[src/rtl/nmix_pkg.sv]
// Shared definitions for the nmix mixer/inverse pair: word width, FSM states
// and the golden forward mix function.
package nmix_pkg;

    localparam int NMIX_W = 32;

    typedef enum logic {
        IDLE = 1'b0,
        RUN  = 1'b1
    } nmix_state_e;

    // Forward mix: Y[k] = X[k] ^ R[k] ^ (XOR of X[j] & R[j] for all j < k).
    function automatic logic [NMIX_W-1:0] nmix_ref(input logic [NMIX_W-1:0] x,
                                                   input logic [NMIX_W-1:0] r);
        logic              c;
        logic [NMIX_W-1:0] y;
        c = 1'b0;
        y = '0;
        for (int k = 0; k < NMIX_W; k++) begin
            y[k] = x[k] ^ r[k] ^ c;
            c    = c ^ (x[k] & r[k]);
        end
        return y;
    endfunction

endpackage

[src/rtl/nmix_inv_step.sv]
// One bit of the inverse recurrence: recovers x from y, r and the running
// carry, and produces the carry for the next bit.
module nmix_inv_step (
    input  logic i_y_b,
    input  logic i_r_b,
    input  logic i_c_in,
    output logic o_x_b,
    output logic o_c_out
);

    assign o_x_b   = i_y_b ^ i_r_b ^ i_c_in;
    assign o_c_out = i_c_in ^ (o_x_b & i_r_b);

endmodule

[src/rtl/nmix_inv.sv]
// Bit-serial inverse of nmix: recovers X from (Y, R), one bit per clock,
// LSB first. X is published only on completion and held until the next one.
module nmix_inv
    import nmix_pkg::*;
#(
    parameter int W = NMIX_W
) (
    input  logic         clk,
    input  logic         reset,
    input  logic         start,
    input  logic [W-1:0] Y,
    input  logic [W-1:0] R,
    output logic [W-1:0] X,
    output logic         busy,
    output logic         done
);

    localparam int KW = $clog2(W);

    nmix_state_e  r_state;
    nmix_state_e  w_state_next;
    logic [KW-1:0] r_k;
    logic          r_c;
    logic [W-1:0]  r_y;
    logic [W-1:0]  r_r;
    logic [W-2:0]  r_x_work;
    logic [W-1:0]  r_x;
    logic          r_busy;
    logic          r_done;

    logic w_accept;
    logic w_last;
    logic w_x_b;
    logic w_c_out;

    assign w_accept = (r_state == IDLE) && start;
    assign w_last   = (r_k == KW'(W - 1));

    nmix_inv_step u_step (
        .i_y_b   (r_y[r_k]),
        .i_r_b   (r_r[r_k]),
        .i_c_in  (r_c),
        .o_x_b   (w_x_b),
        .o_c_out (w_c_out)
    );

    always_ff @(posedge clk or posedge reset) begin
        if (reset) begin
            r_state <= IDLE;
        end else begin
            r_state <= w_state_next;
        end
    end

    always_comb begin
        w_state_next = r_state;
        case (r_state)
            IDLE:    if (start)  w_state_next = RUN;
            RUN:     if (w_last) w_state_next = IDLE;
            default: w_state_next = IDLE;
        endcase
    end

    // Datapath; the top result bit goes straight from the step into X.
    always_ff @(posedge clk or posedge reset) begin
        if (reset) begin
            r_k      <= '0;
            r_c      <= 1'b0;
            r_y      <= '0;
            r_r      <= '0;
            r_x_work <= '0;
            r_x      <= '0;
            r_busy   <= 1'b0;
            r_done   <= 1'b0;
        end else if (r_state == IDLE) begin
            r_done <= 1'b0;
            if (w_accept) begin
                r_y      <= Y;
                r_r      <= R;
                r_k      <= '0;
                r_c      <= 1'b0;
                r_x_work <= '0;
                r_busy   <= 1'b1;
            end
        end else begin
            r_c <= w_c_out;
            if (w_last) begin
                r_x    <= {w_x_b, r_x_work};
                r_done <= 1'b1;
                r_busy <= 1'b0;
                r_k    <= '0;
            end else begin
                r_x_work[r_k] <= w_x_b;
                r_k           <= r_k + KW'(1);
            end
        end
    end

    assign X    = r_x;
    assign busy = r_busy;
    assign done = r_done;

endmodule
[config.mk]
export PLATFORM = sky130hd
export DESIGN_NAME = nmix_inv
export DESIGN_NICKNAME = d
export VERILOG_FILES = /design/src/rtl/nmix_pkg.sv /design/src/rtl/nmix_inv_step.sv /design/src/rtl/nmix_inv.sv
export SDC_FILE = /design/constraint.sdc
export NUM_CORES = 1
export LEC_CHECK = 0
export CAP_MARGIN = 20
export CORE_UTILIZATION = 45
export CTS_CLUSTER_DIAMETER = 30
export CTS_CLUSTER_SIZE = 24
export DETAILED_ROUTE_END_ITERATION = 8
export PLACE_DENSITY = 0.78
export SYNTH_ARGS = -nofsm -noshare
export SYNTH_HDL_FRONTEND = slang
export SYNTH_SLANG_ARGS = --single-unit
[constraint.sdc]
create_clock -name clk -period 9.25 [get_ports clk]
set_input_delay 2.775 -clock clk [delete_from_list [all_inputs] [get_ports clk]]
set_output_delay 2.775 -clock clk [all_outputs]
set_load 0.005 [all_outputs]
==> run summary <==
sequential area share after synthesis - 51.81%
CTS Root Cell - clkbuf_16
# Post-CTS Setup Buffers - 0
synth unique cells - 51
number of global-route vias before repair - 5087
die outline height - 122.8 um
PD cells - 338.4 nW/um2
Starting DRT DRC Count - 279
required time of the critical path - 9.54 ns
Via density - 5.541
min-delay worst type - reg -> reg
Clock power frac - 24.9%
layout cells sized above 1 - 12.50%
Design Power - 2.806 mW
Post-Syn Instances - 674
Final period util - 44.99%
clock buffer depth - 2
initial core utilization - 46.78%
std cell rows - 43
clock skew - 0.003233 ns
type of the worst setup path - in -> reg
CP max FO - 97
# diodes - 0
Sink Count - 136
Hold Path Depth - 2
post-synthesis register bit count - 136
Area after DPL - 7641 um2
switching pwr - 1.069 mW
# nets final - 820
Net Sw Frac - 38.09%
core area - 14040 um2
final setup margin - 5.089 ns
Port Buffer Count - 100
CP startpoint kind - input pin
EDFF count, synth - 0
CTS Buf Count - 17
worst-skew pair later-pin latency - 0.42 ns
Combinational Power Share - 38.9%
commonest cells after routing, fill and taps aside - nand2_1 (231), dfrtp_1 (136), clkdlybuf4s50_1 (100)
Mean Syn Cell Area - 9.746 um2
# IOs - 101
R2R cell count - 7
unrepaired setup endpoints after global routing - false
H-tree depth - 4
setup_tns - 0 ns
fin area - 8292 um2
drt total wl - 14.98 mm
Mapped Nets - 746
wire per inst - 15.93 um
status - finished, final reports clean
Cell Int Power - 1.737 mW
total track usage - 21.69%
Yosys warning count - 0
CTS resizes - 0
Async SR Flop Fraction - 100.0%
WP data arrival - 4.45 ns
Worst Setup End Kind - flop
Post-Syn Area - 6569 um2
via count - 5209
Final Critical Period - 4.161 ns
ys flop type - dfrtp_1
Slew Limit Fails - 0
drt first pass iters - 5
gpl congestion - 0.7566
Area Overhead vs Synth - 26.23%
Max-Cap Viols - 0
clock-pin slew on the worst setup and hold paths - 0.05 ns
gr ovfl total - 0
number of setup violations in the final report - 0
CTS tree - yes
DRC Markers - 0
Die X - 122.8 um
largest net degree at the start of global routing - 98
Worst IR Drop VDD - 156.7 uV
die area - 15080 um2
normalized max-slew margin - 34.64%
Highest Clock Rate - 0.2403 GHz
dpl ws - 4.447 ns
Antenna Nets Post-Route - 0
measured slew at the worst slew-check pin - 0.9784 ns
Final Hold Fails - 0
leakage - 3.609 nW
hold_buf cts - 0
HPWL after DPL - 9.829 mm
first-pass GRT wire length - 25.11 mm
initial antenna violation count - 0
commonest non-fill, non-tap cell in the layout - nand2_1
register share of total power - 36.2%
## cells by family (layout without fill, tap and decap cells)
logic type               count (synthesis)  in the layout  synth area share, %
AO/OA/AOI/OAI                           84             84                10.69
adder cells (fa/ha/maj)                  5              5               0.9524
buffers and inverters                   60            146                4.190
flip-flops                             136            136                51.81
multiplexers                            61             61                10.90
AND/OR/NAND/NOR                        328            328                21.47
## power groups by stage
stage / combinational [mW] / sequential [mW] / clock (mW)
floorplan: 0.840 / 0.944 / 0
global placement: 1.03 / 1.01 / 0
detailed placement: 1.08 / 1.03 / 0
CTS: 1.09 / 1.02 / 0.709
global route: 1.21 / 1.05 / 0.735
finish: 1.09 / 1.02 / 0.699
## metal layers
layer  vias up  track usage [%]  wire (um)
met5         -                0          0
met4         0            8.994        251
met3        26            4.972        667
met2       158            34.20       7321
met1      2527            28.77       6738
li1       2498                -          -
## sequential cells by signal, summed over array words and instances (netlist names)
signal and count:
r_c 1, r_y 32, r_k 5, r_state 1, r_r 32, r_x_work 31, X 32, busy 1
done 1
## worst max-delay path, stage by stage
cell and delay [ns]:
clkdlybuf4s50_1 0.50, nand2b_2 0.10, buf_4 0.74, nand3_1 0.17, o311ai_0 0.15
## area by class of cell
class                           instances  area [um2]
Timing Repair Buffer                  109        1109
Clock buffer                           23       498.0
Inverter                                6       25.02
Tap cell                              180       225.2
Clock inverter                          8       117.6
Multi-Input combinational cell        478        2914
Fill cell                            1164        5751
Sequential cell                       136        3403
## final timing paths
path,slack [ns],start,end
max,5.09,start,r_x_work[20]
min,0.47,r_y[21],r_y[21]
max reg2reg,5.53,r_k[0],r_x_work[30]
min reg2reg,0.47,r_y[21],r_y[21]
max in group asynchronous,5.40,reset,r_y[11]
min in group asynchronous,2.81,reset,X[9]
## Yosys cell counts (2+ instances only)
| library cell | n | area share [%] |
|---|---|---|
| and3b_1 | 2 | 0.27 |
| o211ai_1 | 11 | 1.3 |
| mux2_2 | 44 | 7.5 |
| o21ai_0 | 3 | 0.23 |
| nor2b_1 | 4 | 0.38 |
| o221ai_1 | 3 | 0.40 |
| a31oi_1 | 2 | 0.19 |
| buf_4 | 3 | 0.34 |
| dfrtp_1 | 136 | 52 |
| a221o_1 | 2 | 0.30 |
| nand3_1 | 59 | 4.5 |
| nand2_1 | 231 | 13 |
| nor3_1 | 2 | 0.15 |
| a21oi_1 | 3 | 0.23 |
| mux4_2 | 4 | 1.4 |
| nor2_1 | 5 | 0.29 |
| and2_1 | 6 | 0.57 |
| o311ai_0 | 14 | 1.9 |
| ha_1 | 5 | 0.95 |
| buf_1 | 8 | 0.46 |
| inv_1 | 6 | 0.34 |
| buf_6 | 4 | 0.69 |
| buf_2 | 7 | 0.53 |
| and3_1 | 2 | 0.19 |
| mux2i_1 | 13 | 2.0 |
| nand4b_1 | 5 | 0.67 |
| a211o_1 | 30 | 4.0 |
| nand2b_1 | 6 | 0.57 |
| clkbuf_1 | 32 | 1.8 |
## metrics by stage
stage	util (%)	hold slack (ns)	cells
global route	59.05	0.4781	940
finish	59.05	0.4670	940
global placement	54.22	0.4522	906
detailed placement	54.42	0.4584	907
CTS	58.80	0.4726	938
floorplan	-	0.4401	674
No activity file was read; power rests on OpenSTA's default activity.
